<file path="config.mk">
export PLATFORM = sky130hd
export DESIGN_NAME = vga_msg_screen
export DESIGN_NICKNAME = d
export VERILOG_FILES = /design/src/rtl/vga_msg_pkg.sv /design/src/rtl/msg_font_rom.sv /design/src/rtl/vga_msg_screen.sv
export SDC_FILE = /design/constraint.sdc
export NUM_CORES = 1
export LEC_CHECK = 0
export ABC_AREA = 0
export CAP_MARGIN = 5
export CORE_AREA = 2 2 86 88
export CTS_CLUSTER_DIAMETER = 80
export DETAILED_ROUTE_END_ITERATION = 7
export DIE_AREA = 0 0 88 90
export PLACE_DENSITY = 0.8
export SETUP_SLACK_MARGIN = 0.05
export SYNTH_ARGS = -nofsm -noshare
export SYNTH_HDL_FRONTEND = slang
export SYNTH_SLANG_ARGS = --single-unit
</file>
<file path="constraint.sdc">
create_clock -name clk -period 6 [get_ports clk]
set_input_delay 0.9 -clock clk [delete_from_list [all_inputs] [get_ports clk]]
set_output_delay 0.9 -clock clk [all_outputs]
set_load 0.05 [all_outputs]
</file>
<file path="src/rtl/vga_msg_pkg.sv">
// Shared types for the end-of-game message screen: glyph codes, message
// selector values, the message-to-glyph lookup and default 640x480 timing.
package vga_msg_pkg;

  typedef enum logic [3:0] {
    G_SP, G_W, G_I, G_N, G_L, G_O, G_S, G_E, G_D, G_R, G_A
  } glyph_t;

  typedef enum logic [1:0] {
    MSG_WIN   = 2'd0,
    MSG_LOSE  = 2'd1,
    MSG_DRAW  = 2'd2,
    MSG_BLANK = 2'd3
  } msg_t;

  // Region flags that travel alongside each pixel through the pipeline.
  typedef struct packed {
    logic active;
    logic border;
    logic text;
    logic hs;
    logic vs;
    logic fs;
  } flags_t;

  typedef struct packed {
    flags_t     flags;
    glyph_t     glyph;
    logic [2:0] row;
    logic [2:0] col;
  } pix_t;

  localparam int unsigned DEF_H_ACTIVE = 640;
  localparam int unsigned DEF_H_FP     = 16;
  localparam int unsigned DEF_H_SYNC   = 96;
  localparam int unsigned DEF_H_BP     = 48;
  localparam int unsigned DEF_V_ACTIVE = 480;
  localparam int unsigned DEF_V_FP     = 10;
  localparam int unsigned DEF_V_SYNC   = 2;
  localparam int unsigned DEF_V_BP     = 33;

  // Every string is four cells wide; short words are padded with spaces.
  function automatic glyph_t glyph_of(input msg_t msg, input logic [1:0] idx);
    glyph_t g;
    g = G_SP;
    case (msg)
      MSG_WIN: begin
        case (idx)
          2'd0:    g = G_W;
          2'd1:    g = G_I;
          2'd2:    g = G_N;
          default: g = G_SP;
        endcase
      end
      MSG_LOSE: begin
        case (idx)
          2'd0:    g = G_L;
          2'd1:    g = G_O;
          2'd2:    g = G_S;
          default: g = G_E;
        endcase
      end
      MSG_DRAW: begin
        case (idx)
          2'd0:    g = G_D;
          2'd1:    g = G_R;
          2'd2:    g = G_A;
          default: g = G_W;
        endcase
      end
      default: g = G_SP;
    endcase
    return g;
  endfunction

endpackage

</file>
<file path="src/rtl/msg_font_rom.sv">
// Registered 8x8 glyph ROM; row 0 is the top line, bit 7 the leftmost pixel.
// Its output register forms the second pipeline stage of vga_msg_screen.
module msg_font_rom
  import vga_msg_pkg::*;
(
  input  logic       clk,
  input  logic       clr_n,
  input  glyph_t     glyph,
  input  logic [2:0] row,
  output logic [7:0] row_bits
);

  function automatic logic [63:0] glyph_bitmap(input glyph_t gl);
    logic [63:0] bm;
    case (gl)
      G_W:     bm = 64'hC6C6_C6D6_FEEE_C600;
      G_I:     bm = 64'h7E18_1818_1818_7E00;
      G_N:     bm = 64'hC6E6_F6DE_CEC6_C600;
      G_L:     bm = 64'hC0C0_C0C0_C0C0_FE00;
      G_O:     bm = 64'h7CC6_C6C6_C6C6_7C00;
      G_S:     bm = 64'h7CC6_C07C_06C6_7C00;
      G_E:     bm = 64'hFEC0_C0FC_C0C0_FE00;
      G_D:     bm = 64'hF8CC_C6C6_C6CC_F800;
      G_R:     bm = 64'hFCC6_C6FC_D8CC_C600;
      G_A:     bm = 64'h386C_C6C6_FEC6_C600;
      default: bm = 64'h0;
    endcase
    return bm;
  endfunction

  logic [63:0] bitmap;
  assign bitmap = glyph_bitmap(glyph);

  // NOTE: the table is constant logic; only the output register carries reset.
  always_ff @(posedge clk or negedge clr_n) begin
    if (!clr_n) row_bits <= '0;
    else        row_bits <= bitmap[{~row, 3'b000} +: 8];
  end

endmodule

</file>
<file path="src/rtl/vga_msg_screen.sv">
// VGA timing generator drawing two border bars and a centred, scaled message.
// Define VGA_MSG_BLINK_EN to blink the text with a 64-frame period.
module vga_msg_screen
  import vga_msg_pkg::*;
#(
  parameter int unsigned H_ACTIVE      = DEF_H_ACTIVE,
  parameter int unsigned H_FP          = DEF_H_FP,
  parameter int unsigned H_SYNC        = DEF_H_SYNC,
  parameter int unsigned H_BP          = DEF_H_BP,
  parameter int unsigned V_ACTIVE      = DEF_V_ACTIVE,
  parameter int unsigned V_FP          = DEF_V_FP,
  parameter int unsigned V_SYNC        = DEF_V_SYNC,
  parameter int unsigned V_BP          = DEF_V_BP,
  parameter bit          SYNC_POL      = 1'b0,
  parameter int unsigned SCALE         = 8,
  parameter int unsigned BORDER_W      = 10,
  parameter int unsigned BORDER_MARGIN = 80
) (
  input  logic        clk,
  input  logic        clr_n,
  input  logic [1:0]  msg_sel,
  input  logic [11:0] fg_color,
  output logic        hsync,
  output logic        vsync,
  output logic [3:0]  r,
  output logic [3:0]  g,
  output logic [3:0]  b,
  output logic        de,
  output logic        frame_start
);

  localparam int unsigned H_TOTAL = H_ACTIVE + H_FP + H_SYNC + H_BP;
  localparam int unsigned V_TOTAL = V_ACTIVE + V_FP + V_SYNC + V_BP;
  localparam int          HW      = $clog2(H_TOTAL);
  localparam int          VW      = $clog2(V_TOTAL);
  localparam int          SHIFT   = $clog2(SCALE);
  localparam int unsigned BOX_W   = 32 * SCALE;
  localparam int unsigned BOX_H   = 8 * SCALE;
  localparam int unsigned X0      = (H_ACTIVE - BOX_W) / 2;
  localparam int unsigned Y0      = (V_ACTIVE - BOX_H) / 2;

  localparam logic [HW-1:0] H_LAST = HW'(H_TOTAL - 1);
  localparam logic [VW-1:0] V_LAST = VW'(V_TOTAL - 1);
  localparam logic [HW-1:0] H_ACT  = HW'(H_ACTIVE);
  localparam logic [VW-1:0] V_ACT  = VW'(V_ACTIVE);
  localparam logic [HW-1:0] HS_BEG = HW'(H_ACTIVE + H_FP);
  localparam logic [HW-1:0] HS_END = HW'(H_ACTIVE + H_FP + H_SYNC);
  localparam logic [VW-1:0] VS_BEG = VW'(V_ACTIVE + V_FP);
  localparam logic [VW-1:0] VS_END = VW'(V_ACTIVE + V_FP + V_SYNC);
  localparam logic [HW-1:0] BL_BEG = HW'(BORDER_MARGIN);
  localparam logic [HW-1:0] BL_END = HW'(BORDER_MARGIN + BORDER_W);
  localparam logic [HW-1:0] BR_BEG = HW'(H_ACTIVE - BORDER_MARGIN - BORDER_W);
  localparam logic [HW-1:0] BR_END = HW'(H_ACTIVE - BORDER_MARGIN);
  localparam logic [HW-1:0] X0_C   = HW'(X0);
  localparam logic [HW-1:0] X1_C   = HW'(X0 + BOX_W);
  localparam logic [VW-1:0] Y0_C   = VW'(Y0);
  localparam logic [VW-1:0] Y1_C   = VW'(Y0 + BOX_H);

  if (BOX_W > H_ACTIVE || BOX_H > V_ACTIVE) begin : g_box_too_big
    $error("vga_msg_screen: text box larger than the active area");
  end
  if (SCALE < 1 || SCALE > 16 || (SCALE & (SCALE - 1)) != 0) begin : g_bad_scale
    $error("vga_msg_screen: SCALE must be a power of two in 1..16");
  end

  logic [HW-1:0] hcnt;
  logic [VW-1:0] vcnt;
  logic          frame_first;
  logic          frame_last;

  assign frame_first = (hcnt == '0) && (vcnt == '0);
  assign frame_last  = (hcnt == H_LAST) && (vcnt == V_LAST);

  // NOTE: sequential state uses non-blocking assignments so every register samples pre-edge values.
  always_ff @(posedge clk or negedge clr_n) begin
    if (!clr_n) begin
      hcnt <= '0;
      vcnt <= '0;
    end else if (hcnt == H_LAST) begin
      hcnt <= '0;
      vcnt <= (vcnt == V_LAST) ? '0 : vcnt + 1'b1;
    end else begin
      hcnt <= hcnt + 1'b1;
    end
  end

  // Inputs are captured only at pixel (0,0) so a frame never mixes two messages.
  msg_t        msg_lat;
  logic [11:0] fg_lat;
  msg_t        msg_cur;

  always_ff @(posedge clk or negedge clr_n) begin
    if (!clr_n) begin
      msg_lat <= MSG_BLANK;
      fg_lat  <= '0;
    end else if (frame_first) begin
      msg_lat <= msg_t'(msg_sel);
      fg_lat  <= fg_color;
    end
  end

  assign msg_cur = frame_first ? msg_t'(msg_sel) : msg_lat;

  logic text_on;
`ifdef VGA_MSG_BLINK_EN
  logic [5:0] frame_cnt;
  always_ff @(posedge clk or negedge clr_n) begin
    if (!clr_n)          frame_cnt <= '0;
    else if (frame_last) frame_cnt <= frame_cnt + 6'd1;
  end
  assign text_on = ~frame_cnt[5];
`else
  assign text_on = 1'b1;
`endif

  // Cell coordinates inside the text box, in unscaled glyph units.
  logic [4:0] cell_x;
  logic [2:0] cell_y;
  assign cell_x = 5'((hcnt - X0_C) >> SHIFT);
  assign cell_y = 3'((vcnt - Y0_C) >> SHIFT);

  pix_t s1_d;
  pix_t s1_q;

  // NOTE: every field gets a default first so no path leaves a latch behind.
  always_comb begin
    s1_d              = '0;
    s1_d.flags.active = (hcnt < H_ACT) && (vcnt < V_ACT);
    s1_d.flags.border = s1_d.flags.active &&
                        (((hcnt >= BL_BEG) && (hcnt < BL_END)) ||
                         ((hcnt >= BR_BEG) && (hcnt < BR_END)));
    s1_d.flags.text   = s1_d.flags.active && text_on &&
                        (hcnt >= X0_C) && (hcnt < X1_C) &&
                        (vcnt >= Y0_C) && (vcnt < Y1_C);
    s1_d.flags.hs     = (hcnt >= HS_BEG) && (hcnt < HS_END);
    s1_d.flags.vs     = (vcnt >= VS_BEG) && (vcnt < VS_END);
    s1_d.flags.fs     = frame_first;
    s1_d.glyph        = glyph_of(msg_cur, cell_x[4:3]);
    s1_d.row          = cell_y;
    s1_d.col          = cell_x[2:0];
  end

  always_ff @(posedge clk or negedge clr_n) begin
    if (!clr_n) s1_q <= '0;
    else        s1_q <= s1_d;
  end

  logic [7:0] rom_bits;

  msg_font_rom u_font (
    .clk      (clk),
    .clr_n    (clr_n),
    .glyph    (s1_q.glyph),
    .row      (s1_q.row),
    .row_bits (rom_bits)
  );

  flags_t      s2_flags;
  logic [2:0]  s2_col;
  logic [11:0] s2_color;

  always_ff @(posedge clk or negedge clr_n) begin
    if (!clr_n) begin
      s2_flags <= '0;
      s2_col   <= '0;
      s2_color <= '0;
    end else begin
      s2_flags <= s1_q.flags;
      s2_col   <= s1_q.col;
      s2_color <= s1_q.flags.border ? 12'hFFF : fg_lat;
    end
  end

  // Border wins over text; both flags are already gated by the active region.
  logic pix_on;
  assign pix_on = s2_flags.border || (s2_flags.text && rom_bits[~s2_col]);

  assign {r, g, b}   = pix_on ? s2_color : 12'h000;
  assign hsync       = s2_flags.hs ? SYNC_POL : ~SYNC_POL;
  assign vsync       = s2_flags.vs ? SYNC_POL : ~SYNC_POL;
  assign de          = s2_flags.active;
  assign frame_start = s2_flags.fs;

endmodule

</file>
==> flow_metrics.py <==
metrics = {
    "placed_design": {
        "post_dp_cell_area_mm2": 0.00446,
        "place_ws_ns": 2.45,
        "numPortBuffers": 31,
        "dpl.cell_count": 522,
        "hpwl_mm": 5.61,
        "gp_congestion": 0.916,
    },
    "pwr": {
        "leakage_nw": 1.93,
        "power.density_mw_per_mm2": 210,
        "vdd_drop_max_mv": 0.157,
    },
    "layout": {
        "regArea_mm2": 0.00195,
        "fillers": 546,
        "fin_cells": 538,
        "stdcell_area_mm2": 0.00464,
        "fin_nets": 471,
        "final_common_cell": "dfrtp_1",
        "syn_to_final_growth_pct": 12.8,
        "final_cell_mix": "76 x dfrtp_1, 34 x nand2_1, 30 x clkdlybuf4s50_1, 29 x o21ai_0, 27 x nor2_1",
        "drive_gt1_share_pct": 12.8,
        "antenna_cells": 0,
        "multi_input_area_mm2": 0.00199,
    },
    "die": {
        "core_area_mm2": 0.00702,
        "die_x_um": 88,
        "fp-row-count": 31,
        "io_pins": 32,
        "fp.dieH_um": 90,
        "die_area_mm2": 0.00792,
        "initial_utilization_pct": 58.6,
    },
    "clocking": {
        "cts.clk_slew.worst_paths_ns": 0.08,
        "htree_levels": 3,
        "clkSinkCount": 78,
        "root_buffer": "clkbuf_8",
        "cts_tree": "yes",
        "cts_made_buffers": 9,
        "ctsResizeCount": 0,
        "insertion_delay_ns": 0.34,
        "cts_hold_buf": 0,
        "cts_setup_buffers": 0,
        "cts.path.max_buffers": 2,
    },
    "sta": {
        "clock_skew_ns": 0.0102,
        "setup_slack_ns": 2.14,
        "maxSlewViolCount": 0,
        "relSlewSlack_pct": 37.7,
        "holdWs_ns": 0.352,
        "finalHoldViolCount": 0,
        "grt_setup_unrepaired": "false",
        "final.period_utilization_pct": 64.4,
        "finalSetupTns_ns": 0,
        "max_freq_mhz": 259,
        "max_slew.worst_pin.slew_ns": 0.934,
        "setup_violations": 0,
        "fin_crit_ns": 3.86,
    },
    "global_routing": {
        "grt_pass1_vias": 2820,
        "grt_max_degree": 79,
        "grt_pass1_wl_mm": 13.4,
        "grt_overflow": 0,
        "antenna_found_initial": 0,
        "grt_use_total_pct": 21.5,
    },
    "critical_path": {
        "critPathRequiredTime_ns": 5.10,
        "r2r-end": "fg_lat[1]",
        "cp-end-kind": "output port",
        "reg2reg_setup_slack_ns": 3.37,
        "path_buf_inv": 1,
        "max_stage_delay_ns": 0.74,
        "cp_max_fo": 12,
        "crit_type": "reg -> out",
        "r2r_start": "vcnt[4]",
        "r2r_cells": 6,
        "critPathTopFamily": "compound AO/OA/AOI/OAI gates",
        "cp_slowest_cell": "clkdlybuf4s50_1",
        "crit_path_cell_trace": "mux4_2 -> o21a_1 -> a21oi_1 -> nor2b_1 -> clkdlybuf4s50_1",
        "start_kind": "register",
        "arrival_ns": 2.96,
    },
    "synthesis": {
        "yosysWarnings": 0,
        "async_reset_ff_share_pct": 100,
        "ys_seq_area_share_pct": 47.5,
        "synthDistinctLibCells": 55,
        "synth-seq-cells": 78,
        "syn_nets": 449,
        "synth.avg_cell_area_um2": 9.98,
        "synth_flop_cell": "dfrtp_1",
        "postSynthCellCount": 412,
        "synth_edf_count": 0,
        "synth.cell_area_mm2": 0.00411,
    },
    "drt": {
        "drt-wirelength-per-cell_um": 14.8,
        "drc_errors": 0,
        "viasPerCell": 5.72,
        "totalWireLength_mm": 7.94,
        "firstDrtPassIters": 4,
        "final_antenna_net_count": 0,
        "vias": 3075,
        "drt_iter0_markers": 248,
    },
    "min_path": {
        "hp-class": "reg -> reg",
        "hold_path_depth": 0,
        "hold-path-endpoint": "s2_col[1]",
        "holdCritStartpoint": "s1_q[1]",
    },
    "flow_run": {
        "maxCapViolations": 0,
    },
    "run_status": {
        "outcome": "finished, final reports clean",
    },
}
==> worst reg2reg max path: stages, from the launching register on <==
cell and delay [ns]:
dfrtp_1 0.45, inv_1 0.18, ha_1 0.16, or4b_4 0.50
nor4_4 0.54, buf_4 0.33, mux2_2 0.36
==> synthesized netlist by cell type, drive strengths merged (4+ instances only) <==
cell	number	area [µm²]
xor2	4	35.0
nor2	27	101
a211oi	4	30.0
a21oi	22	110
o21ai	29	145
nor3	8	51.3
nor4	8	65.1
nand3b	5	37.5
clkbuf	18	67.6
buf	4	32.5
nor2b	14	87.6
a31oi	6	37.5
ha	21	263
nand2	34	128
or3	4	26.3
mux2	15	169
or2	13	81.3
o211ai	4	30.0
inv	18	67.6
dfrtp	76	1900
mux2i	8	80.1
nand4	7	43.8
nand2b	8	50.1
nand3	11	60.1
xnor2	6	52.6
==> registers in the layout, indices dropped and copies added (netlist names) <==
name	count
de	1
fg_lat	12
frame_start	1
hcnt	10
msg_lat	2
s1_q	16
s2_col	3
s2_color	12
s2_flags	4
u_font.row_bits	7
vcnt	10
==> worst max-delay path by stage <==
stage                          from    to  cells after the start
after detailed placement  s2_col[1]  r[2]                      5
after CTS                 s2_col[1]  r[2]                      5
after global routing      s2_col[1]  b[0]                      5
after floorplan           s2_col[1]  b[1]                      5
after global placement    s2_col[1]  g[3]                      5
final                     s2_col[1]  r[2]                      5
==> cell families after synthesis <==
family / share of synthesized area [%]
and+or+nand+nor: 19.8
AOI/OAI and AO/OA: 13.4
DFF: 47.5
buffers and inverters: 4.08
muxes: 6.60
adders and majority gates: 6.39
xor gates and xnor gates: 2.13
==> routing by layer <==
| metal | track usage, % | vias up | wire, µm |
|---|---|---|---|
| li1 | - | 1501 | - |
| met3 | 5.23 | 8 | 374 |
| met2 | 33.5 | 75 | 3970 |
| met1 | 29.7 | 1491 | 3510 |
| met4 | 6.67 | 0 | 78 |
| met5 | 0 | - | 0 |
==> per-stage QoR <==
| step | total power [mW] | util [%] |
|---|---|---|
| floorplan | 0.605 | - |
| global placement | 0.637 | 63.5 |
| detailed placement | 0.638 | 63.5 |
| CTS | 0.988 | 66.1 |
| global route | 1.02 | 66.1 |
| finish | 0.976 | 66.1 |
==> power breakdown <==
| part | internal (mW) | switching (mW) | leakage (nW) |
|---|---|---|---|
| Sequential | 0.541 | 0.0113 | 0.950 |
| Combinational | 0.0358 | 0.0403 | 0.904 |
| Clock | 0.154 | 0.194 | 0.0789 |
==> area by class of cell <==
type,count,share of cell area [%]
repair buffers,33,6.96
multi-input cells,294,42.9
clock buffers,9,2.67
flip-flops and latches,78,42.1
clock inverters,7,1.21
inverters,18,1.46
well taps,99,2.67
No activity file was read; power rests on OpenSTA's default activity.
